File: config.mk
export PLATFORM = sky130hd
export DESIGN_NAME = fpu_scheduler
export DESIGN_NICKNAME = d
export VERILOG_FILES = /design/src/rtl/fpu_scheduler.sv
export SDC_FILE = /design/constraint.sdc
export NUM_CORES = 1
export LEC_CHECK = 0
export ABC_AREA = 1
export CAP_MARGIN = 30
export CORE_ASPECT_RATIO = 2
export CORE_MARGIN = 2
export CORE_UTILIZATION = 37
export CTS_CLUSTER_DIAMETER = 80
export DETAILED_ROUTE_END_ITERATION = 16
export PLACE_DENSITY = 0.76
export SLEW_MARGIN = 20
export SYNTH_ARGS = -nofsm -noshare
export SYNTH_HDL_FRONTEND = slang
export SYNTH_SLANG_ARGS = --single-unit
export TNS_END_PERCENT = 50
File: constraint.sdc
create_clock -name clk -period 1.39 [get_ports clk]
set_input_delay 0.139 -clock clk [delete_from_list [all_inputs] [get_ports clk]]
set_output_delay 0.139 -clock clk [all_outputs]
set_load 0.01 [all_outputs]
File: src/rtl/fpu_scheduler.sv
`default_nettype none
// ============================================================================
// Module   : fpu_scheduler
// Brief    : Single-outstanding scheduler between a core and ten FPU units:
//            issue strobe, bounded wait for the result, held response.
// Revision : 1.0 - initial release
// ============================================================================
module fpu_scheduler #(
    parameter int TIMEOUT = 255
) (
    input  logic        clk,
    input  logic        rst,
    input  logic        req_valid,
    output logic        req_ready,
    input  logic [3:0]  req_op,
    input  logic [31:0] req_a,
    input  logic [31:0] req_b,
    input  logic [7:0]  req_c,
    output logic        resp_valid,
    input  logic        resp_ready,
    output logic [31:0] resp_data,
    output logic        resp_err,
    output logic [31:0] fpu_data_a,
    output logic [31:0] fpu_data_b,
    output logic [7:0]  fpu_data_c,
    output logic [9:0]  fpu_in_valid,
    input  logic [31:0] fpu_out,
    input  logic        fpu_out_valid,
    output logic        busy
);

    localparam logic [3:0] c_NUM_UNITS = 4'd10;
    localparam logic [7:0] c_WAIT_LAST = 8'(TIMEOUT - 1);

    typedef enum logic [1:0] {
        S_IDLE  = 2'd0,
        S_ISSUE = 2'd1,
        S_WAIT  = 2'd2,
        S_RESP  = 2'd3
    } state_t;

    state_t      r_state;
    state_t      w_next;
    logic [3:0]  r_op;
    logic [7:0]  r_cnt;
    logic [31:0] r_a;
    logic [31:0] r_b;
    logic [7:0]  r_c;
    logic [31:0] r_resp_data;
    logic        r_resp_err;
    logic        w_accept;
    logic        w_legal;
    logic        w_timeout;

    assign w_accept  = (r_state == S_IDLE) && req_valid;
    assign w_legal   = (req_op < c_NUM_UNITS);
    assign w_timeout = (r_cnt == c_WAIT_LAST);

    always_comb begin
        w_next = r_state;
        case (r_state)
            S_IDLE:  if (req_valid) w_next = w_legal ? S_ISSUE : S_RESP;
            S_ISSUE: w_next = S_WAIT;
            S_WAIT:  if (fpu_out_valid || w_timeout) w_next = S_RESP;
            S_RESP:  if (resp_ready) w_next = S_IDLE;
            default: w_next = S_IDLE;
        endcase
    end

    always_ff @(posedge clk) begin
        if (rst) begin
            r_state     <= S_IDLE;
            r_op        <= '0;
            r_cnt       <= '0;
            r_a         <= '0;
            r_b         <= '0;
            r_c         <= '0;
            r_resp_data <= '0;
            r_resp_err  <= 1'b0;
        end else begin
            r_state <= w_next;
            if (w_accept) begin
                r_a  <= req_a;
                r_b  <= req_b;
                r_c  <= req_c;
                r_op <= req_op;
                if (!w_legal) begin
                    r_resp_data <= '0;
                    r_resp_err  <= 1'b1;
                end
            end
            // Counter is cleared in ISSUE so WAIT always starts from zero.
            if (r_state == S_ISSUE) begin
                r_cnt <= '0;
            end else if (r_state == S_WAIT) begin
                r_cnt <= r_cnt + 8'd1;
            end
            // A result arriving on the timeout cycle wins over the abort.
            if (r_state == S_WAIT) begin
                if (fpu_out_valid) begin
                    r_resp_data <= fpu_out;
                    r_resp_err  <= 1'b0;
                end else if (w_timeout) begin
                    r_resp_data <= '0;
                    r_resp_err  <= 1'b1;
                end
            end
        end
    end

    assign req_ready    = (r_state == S_IDLE);
    assign resp_valid   = (r_state == S_RESP);
    assign busy         = (r_state != S_IDLE);
    assign resp_data    = r_resp_data;
    assign resp_err     = r_resp_err;
    assign fpu_data_a   = r_a;
    assign fpu_data_b   = r_b;
    assign fpu_data_c   = r_c;
    assign fpu_in_valid = (r_state == S_ISSUE) ? (10'd1 << r_op) : 10'd0;

endmodule
`default_nettype wire

==> results of run 1 <==
-- layout make-up --
| cell class | count | area (µm²) | area share, % |
|---|---|---|---|
| clock buffer | 19 | 442.9 | 4.935 |
| clock inverter | 13 | 145.1 | 1.617 |
| inverter | 53 | 220.2 | 2.454 |
| multi-input combinational | 434 | 2554 | 28.45 |
| sequential | 119 | 2392 | 26.66 |
| tap | 155 | 193.9 | 2.161 |
| timing repair buffer | 288 | 3015 | 33.60 |
| timing repair inverter | 1 | 11.26 | 0.1255 |
-- cell families (layout without fill, tap and decap cells) --
logic type,after synthesis,count (layout)
fa+ha+maj,7,7
flops,119,119
simple gates,299,300
xor+xnor,1,1
mux,1,1
buf+inv,93,374
compound gates,125,125
-- power by group through the flow --
stage          logic, µW  registers (µW)  clock network [µW]
2_1_floorplan       2000            4990                   0
3_3_place_gp        4900            4630                   0
3_5_place_dp        4990            4670                   0
4_1_cts             4810            4600                4410
5_1_grt             6440            4780                4550
6_report            5940            4700                4330
-- metal layers --
| layer | up-vias | global-route usage, % | routed length, µm |
|---|---|---|---|
| met3 | 20 | 7.745 | 1609 |
| met2 | 239 | 33.81 | 8601 |
| li1 | 2594 | - | - |
| met1 | 2481 | 22.39 | 6485 |
| met4 | 0 | 5.935 | 206 |
| met5 | - | 0 | 0 |
-- cells in the mapped netlist, types with 3 or more instances --
cell and n:
a21oi_1 43, buf_4 11, buf_6 12, clkbuf_1 14, dfxtp_1 119, ha_1 7
inv_1 50, nand2_1 53, nand2_2 3, nand3_1 9, nand3_2 30, nor2_1 197
o21ai_0 75, o21ai_1 5
-- critical path: cells and delay by family (launching register included) --
| family | cells | cell delay (ns) |
|---|---|---|
| buffers and inverters | 4 | 0.53 |
| adders and majority gates | 1 | 0.16 |
| AOI/OAI and AO/OA | 1 | 0.06 |
| and+or+nand+nor | 4 | 0.40 |
| DFF | 1 | 0.32 |
-- state kept, by name, summed over array words and instances, names as in the netlist --
register / flops
resp_data: 32
resp_err: 1
r_op: 4
fpu_data_b: 32
r_state: 2
fpu_data_c: 8
fpu_data_a: 32
r_cnt: 8
-- per-stage QoR --
| step | std cells | hold slack [ns] | cell area (µm²) |
|---|---|---|---|
| 2_1_floorplan | 645 | 0.2833 | 4975 |
| 3_3_place_gp | 1024 | 0.4616 | 7604 |
| 3_5_place_dp | 1024 | 0.4733 | 7604 |
| 4_1_cts | 1059 | 0.2767 | 8164 |
| 5_1_grt | 1082 | 0.2995 | 8975 |
| 6_report | 1082 | 0.2911 | 8975 |
-- worst max path at each step --
stage / from / end / slack [ns] / cells past startpoint
6_report: r_state[1] / resp_data[27] / -0.18 / 10
5_1_grt: r_state[1] / resp_data[25] / -0.24 / 10
4_1_cts: r_state[1] / fpu_in_valid[1] / -0.15 / 6
3_5_place_dp: r_state[1] / fpu_in_valid[0] / -0.25 / 5
3_3_place_gp: r_state[1] / fpu_in_valid[0] / -0.21 / 5
2_1_floorplan: r_state[0] / resp_data[10] / 0.04 / 8
-- what timing repair did --
action / CTS / global route
gates cloned: 1 / 17
setup buffers: 2 / 7
gates resized for setup: 191 / 157
endpoints found under the setup margin: 232 / 128
pin swaps: 3 / 19
==> flow_summary.ini, run 1 <==
[synthesis]
synth_nets = 765
synth-xor-area-share_pct = 0.1761
synth-main-ff-cell = dfxtp_1
synth_edf_count = 0
synthTopCellsByArea = dfxtp_1, nor2_1, o21ai_0, nand3_2, a21oi_1
ys_warn_count = 0
synth.avg_cell_area_um2 = 7.709
synth_cell_types = 27
synthMuxAreaShare_pct = 0.2013
synth_top_family_by_area = simple AND/OR/NAND/NOR gates
syn_area_um2 = 4972
synthCells = 645
synth-compound-area-share_pct = 12.71
synthAdderAreaFrac_pct = 1.761
synth-simple-area-share_pct = 27.48
yosys.area.top_type = dfxtp_1
yosys.area.top_type_share_pct = 47.91
ys_seq_area_share_pct = 47.91
ys_seq_elements = 119
async_reset_ff_share_pct = 0

[clock_tree]
clock_latency_ns = 0.41
numCtsBuffers = 17
cts_max_level = 4
ctsHoldBuffers = 0
clock-sinks = 119
clkTransAtPathRegs_ns = 0.06
clockBufferDepth = 2
root_buffer = clkbuf_16
cts_tree = built

[cells_and_area]
fillerInstances = 1061
fin_nets = 1034
drive_above_1_share_pct = 27.08
synthToLayoutAreaGrowth_pct = 80.50
antenna_cells = 0
final_cell_mix = nor2_1, dfxtp_1, clkdlybuf4s50_1
final_common_cell = nor2_1
finalCoreUtilization_pct = 67.54

[critical_path]
reg2reg_depth = 10
crit_required_ns = 1.69
path_cells = inv_2, buf_4, ha_4, nand3_4, nor2_4, buf_6, clkbuf_16, nor2_4, nand3_2, a21oi_2
r2r-start = r_state[1]
cpMostUsedCell = nor2_4
critPathLaunchType = register
worst-endpoint-arrival_ns = 1.87
crit_slowest_cell = dfxtp_2
worst_setup_path_end_kind = register
cpPeakStageDelay_ns = 0.32
ff2ff_setup_slack_ns = -0.18
setup.worst_path.class = reg -> reg
cp_max_fo = 8
r2r-end = resp_data[27]

[route]
wl_per_cell_um = 15.62
dr_total_vias = 5334
routed_wl_mm = 16.90
drt-initial-drc-count = 197
drc = 0
via_per_inst = 4.930
ant_nets = 0
dr.pass1.iters = 4

[power]
power_switching_uw = 5112
switching_share_pct = 34.14
combinationalPowerShare_pct = 39.7
power_frac_seq_pct = 31.4
ir_worst_vdd_v = 0.001347
internal-power_uw = 9860
power.share.clock_pct = 28.9
p_leak_uw = 0.003847
p_total_uw = 14970
p_per_area_nw_per_um2 = 1668

[hold_path]
hold_class = in -> reg
whs_endpoint = resp_data[6]
hold_start = fpu_out[6]
hold_depth = 3

[timing]
setup_violations = 116
maxSlewViolCount = 0
layout_setup_ws_ns = -0.1758
finClkSkew_ns = 0.009279
relSlewSlack_pct = 78.22
fmax_ghz = 0.6386
finalCritPeriodShare_pct = 112.6
tightest_slew_ns = 0.3257
fin_tns_setup_ns = -8.898
fin_crit_ns = 1.566
grt_setup_unrepaired = true
hold_violations = 0

[placement]
dp_slack_ns = -0.2456
dp_hpwl_mm = 10.19
gp_congestion = 0.7864
port_buffers = 230

[floorplan]
start_util_pct = 37.42
die_x_um = 85.97
pin_count = 231
die_h_um = 167.9
row_count = 60
die-area_um2 = 14440
core_um2 = 13290

[global_route]
overflow = 0
antenna_found_initial = 0
grt_start_max_net_pins = 51
grt_pass1_wl_mm = 23.08
grt_pass1_vias = 4848
grt_usage_pct = 19.78

[flow_run]
drv_cap = 0

[status]
failed_checks = negative setup slack
status = finished, violations left
Power figures use the tool's default switching activity.
==> inputs of run 2 (changes only) <==
Settings changed: GPL_ROUTABILITY_DRIVEN from default to 0, SETUP_SLACK_MARGIN from default to 0.1.
==> flow_summary.ini, run 2 (synthesis gave the netlist of run 1 again) <==
[status]
status = finished, violations left
failed_checks = negative setup slack

[placement]
dpl_cell_area_um2 = 7557
dp_hpwl_mm = 10.21
port_buffers = 230

[clock_tree]
numCtsBuffers = 17
clkTransAtPathRegs_ns = 0.06
cts_max_level = 4
clock_latency_ns = 0.41
clockBufferDepth = 2
cts_tree = built
root_buffer = clkbuf_16
clock-sinks = 119
ctsHoldBuffers = 0

[floorplan]
start_util_pct = 37.42
row_count = 60
pin_count = 231
core_um2 = 13290
die_x_um = 85.97
die-area_um2 = 14440
die_h_um = 167.9

[flow_run]
drv_cap = 0

[timing]
finalCritPeriodShare_pct = 110.5
fmax_ghz = 0.6510
layout_setup_ws_ns = -0.1460
setup_violations = 94
maxSlewViolCount = 0
finClkSkew_ns = 0.008253
tightest_slew_ns = 0.3238
hold_violations = 0
relSlewSlack_pct = 78.34
grt_setup_unrepaired = true
fin_crit_ns = 1.536

[critical_path]
crit_required_ns = 1.68
worst-endpoint-arrival_ns = 1.83
cp_max_fo = 10
critPathLaunchType = register
setup.worst_path.class = reg -> reg
worst_setup_path_end_kind = register
ff2ff_setup_slack_ns = -0.15

[cells_and_area]
final_cell_mix = nor2_1, dfxtp_1, clkdlybuf4s50_1
synthToLayoutAreaGrowth_pct = 77.20
antenna_cells = 0
design_area_um2 = 8811
fin_nets = 1028
final_common_cell = nor2_1
drive_above_1_share_pct = 25.73
fillerInstances = 1066

[global_route]
antenna_found_initial = 0
grt_pass1_vias = 5036
grt_usage_pct = 20.55
grt_pass1_wl_mm = 24.12
overflow = 0
grt_start_max_net_pins = 42

[power]
p_leak_uw = 0.003821
p_total_uw = 15050
ir_worst_vdd_v = 0.001168
p_per_area_nw_per_um2 = 1708

[route]
dr.pass1.iters = 4
drc = 0
ant_nets = 0
via_per_inst = 4.877
routed_wl_mm = 16.51
drt-initial-drc-count = 225
wl_per_cell_um = 15.34
dr_total_vias = 5248

[hold_path]
hold_class = in -> reg
## run 2: cell types whose count changed in the layout (fill, tap and decap cells not counted), moves of 3 or more
cell,change
nor2_2,-18
nor2_1,+15
o21ai_2,+10
a21oi_1,+7
a21oi_2,-7
o21ai_0,-7
buf_12,-5
clkbuf_16,-4
o21ai_1,-4
nor2_4,+3
## run 2: area by class of cell
type                            count  area (µm²)  area share (%)
Inverter                           53       220.2           2.499
Clock inverter                     13       145.1           1.647
Multi-Input combinational cell    433        2560           29.05
Clock buffer                       19       452.9           5.141
Tap cell                          155       193.9           2.201
Sequential cell                   119        2387           27.09
Timing Repair Buffer              284        2851           32.36
## run 2: worst paths after layout
kind	from	endpoint	cells after the start
worst max-delay path	r_state[1]	fpu_data_a[24]	8
worst min-delay path	fpu_out[13]	resp_data[13]	3
worst max register to register	r_state[1]	fpu_data_a[24]	8
worst min register to register	fpu_data_c[2]	fpu_data_c[2]	2
## run 2: layer usage
| metal | track usage (%) | part of all wire, % | vias to the layer above |
|---|---|---|---|
| met3 | 6.422 | 7.4 | 19 |
| met1 | 24.78 | 40 | 2443 |
| met2 | 34.45 | 51 | 207 |
| met5 | 0 | 0 | - |
| li1 | - | - | 2579 |
| met4 | 6.418 | 1.5 | 0 |
## run 2: critical path, stage by stage (launching register included)
cell     delay, ns
dfxtp_2       0.33
inv_2         0.08
buf_6         0.11
ha_4          0.21
nand2_8       0.14
buf_4         0.18
buf_6         0.14
o21ai_0       0.17
nor2_1        0.07
## run 2: timing repair
item                       CTS  global route
gates resized for setup    200           145
hold endpoints to repair     0             0
buffers inserted             4             5
setup endpoints to repair  236           133
pin swaps                   12            25
cloned                       0            11
## run 2: where the power goes
part	switching (µW)	internal, µW
combinational	3020	2870
clock	1660	2750
sequential	521	4210
total	5210	9840
## run 2: metrics by stage
step                cells  utilization, %  setup slack, ns  setup TNS [ns]  hold slack, ns
global placement     1024           56.87          -0.1767          -6.645          0.4616
floorplan             645               -           0.1149               0          0.2832
finish               1076           66.31          -0.1460          -5.839          0.2894
CTS                  1060           61.41          -0.1035          -3.154          0.2732
detailed placement   1024           56.87          -0.2135          -9.717          0.4715
global route         1076           66.31          -0.2227          -15.09          0.2927
==> inputs of run 3 (changes only) <==
Settings changed: ABC_AREA 1 to default, CORE_UTILIZATION 37 to 35, SKIP_LAST_GASP from default to 1.
==> flow_summary.ini, run 3 <==
[hold_path]
hold_class = in -> reg
hold_start = rst
hold_depth = 3
whs_endpoint = fpu_data_a[28]

[power]
p_total_uw = 17080
p_per_area_nw_per_um2 = 1817
ir_worst_vdd_v = 0.001526
p_leak_uw = 0.003889

[synthesis]
synthCells = 491
synth_most_common_cell = nand2_1
synth_commonest_cells = nand2_1, dfxtp_1, a21oi_1, a22o_1, clkbuf_1
syn_area_um2 = 4279
async_reset_ff_share_pct = 0
synth.avg_cell_area_um2 = 8.715
synth_nets = 611
synth-main-ff-cell = dfxtp_1
ys_warn_count = 0
yosys.area.top_type = dfxtp_1
synth_cell_types = 35
ys_seq_area_share_pct = 55.67
synth_edf_count = 0
ys_seq_elements = 119
yosys.area.top_type_share_pct = 55.67
synthTopCellsByArea = dfxtp_1, nand2_1, a21oi_1, a22o_1, ha_1

[timing]
finClkSkew_ns = 0.007343
finalCritPeriodShare_pct = 131.5
hold_violations = 0
hold_slack_ns = 0.2650
maxSlewViolCount = 0
setup_violations = 215
fmax_ghz = 0.5473
layout_setup_ws_ns = -0.4373
grt_setup_unrepaired = true
relSlewSlack_pct = 57.05
tightest_slew_ns = 0.6375
fin_crit_ns = 1.827

[status]
status = finished, violations left
failed_checks = negative setup slack

[route]
dr.pass1.iters = 4
drc = 0
wl_per_cell_um = 22.59
via_per_inst = 5.300
drt-initial-drc-count = 260
dr_total_vias = 5030
ant_nets = 0
routed_wl_mm = 21.44

[cells_and_area]
antenna_cells = 0
drive_above_1_share_pct = 39.03
design_area_um2 = 9404
fin_nets = 909
finalCoreUtilization_pct = 78.02
final_common_cell = clkdlybuf4s50_1
final_cell_mix = clkdlybuf4s50_1, dfxtp_1, nand2_1
synthToLayoutAreaGrowth_pct = 119.8

[floorplan]
row_count = 57
die-area_um2 = 13180
start_util_pct = 35.50
pin_count = 231
core_um2 = 12050
die_x_um = 82.19
die_h_um = 160.4

[global_route]
grt_pass1_wl_mm = 27.14
grt_start_max_net_pins = 72
grt_pass1_vias = 5005
grt_usage_pct = 28.23
antenna_found_initial = 0
overflow = 0

[critical_path]
r2r-start = r_state[0]
r2r-end = r_state[1]
ff2ff_setup_slack_ns = -0.44
crit_required_ns = 1.70
critPathLaunchType = register
cpPeakStageDelay_ns = 0.37
cp_max_fo = 3
setup.worst_path.class = reg -> reg
cpMostUsedCell = buf_6
reg2reg_depth = 11
worst_setup_path_end_kind = register
worst-endpoint-arrival_ns = 2.13
crit_slowest_cell = dfxtp_4
path_cells = buf_6, inv_4, buf_6, ha_4, buf_6, buf_6, inv_4, a2bb2oi_2, buf_4, a21oi_1, a311oi_2

[placement]
dp_hpwl_mm = 10.82
dpl_cell_area_um2 = 6970
port_buffers = 230
dp_slack_ns = -0.4178

[clock_tree]
clock_latency_ns = 0.41
cts_max_level = 4
root_buffer = clkbuf_16
clkTransAtPathRegs_ns = 0.06
numCtsBuffers = 17
clockBufferDepth = 2
clock-sinks = 119
cts_tree = built

[flow_run]
drv_cap = 0
[run 3: critical path, delay by kind of cell, from the launching register on]
family | cells | cell delay [ns]
fa+ha+maj | 1 | 0.18
buf+inv | 7 | 0.69
compound gates | 3 | 0.48
flops | 1 | 0.37
[run 3: repair_timing]
item	4_1_cts	5_1_grt
setup buffers	28	9
pin swaps	33	61
endpoints found under the setup margin	232	215
hold buffers	0	0
resized for setup	221	148
gates cloned	18	6
[run 3: how the worst max path moves through the flow]
stage / from / end / slack, ns / depth (start not counted)
3_3_place_gp: fpu_out_valid / resp_data[1] / -0.46 / 4
4_1_cts: r_state[1] / fpu_in_valid[0] / -0.38 / 5
6_report: r_state[0] / r_state[1] / -0.44 / 11
5_1_grt: r_state[0] / r_state[1] / -0.48 / 11
3_5_place_dp: r_state[1] / fpu_in_valid[0] / -0.42 / 5
2_1_floorplan: r_cnt[0] / resp_data[10] / 0.01 / 7
[run 3: metal layers]
layer / GRT usage [%] / vias up / wire length (µm)
met5: 0 / - / 0
li1: - / 2253 / -
met1: 27.15 / 2486 / 7076
met2: 54.58 / 213 / 12430
met3: 4.663 / 78 / 808
met4: 12.95 / 0 / 1127
[run 3: cells by family after synthesis]
group           share of synthesized area, %
simple gates                           18.42
buf+inv                                4.357
xor+xnor                               1.024
fa+ha+maj                              2.047
flops                                  55.67
compound gates                         18.22
mux                                   0.2631
[run 3: area by class of cell]
type / count / area, µm²
inverters: 6 / 27.53
well taps: 147 / 183.9
fillers: 702 / 2649
repair buffers: 313 / 3525
clock inverters: 13 / 146.4
flip-flops and latches: 119 / 2391
multi-input cells: 332 / 2698
clock buffers: 19 / 432.9
[run 3: where the power goes]
part | total (µW) | internal [µW] | switching (µW)
clock | 4360 | 2660 | 1700
combinational | 8370 | 4510 | 3860
sequential | 4350 | 3980 | 369
[run 3: per-stage QoR]
| stage | cells | setup TNS, ns |
|---|---|---|
| floorplan | 491 | 0 |
| global placement | 862 | -22.49 |
| detailed placement | 863 | -20.46 |
| CTS | 940 | -34.17 |
| global route | 949 | -45.49 |
| finish | 949 | -37.75 |
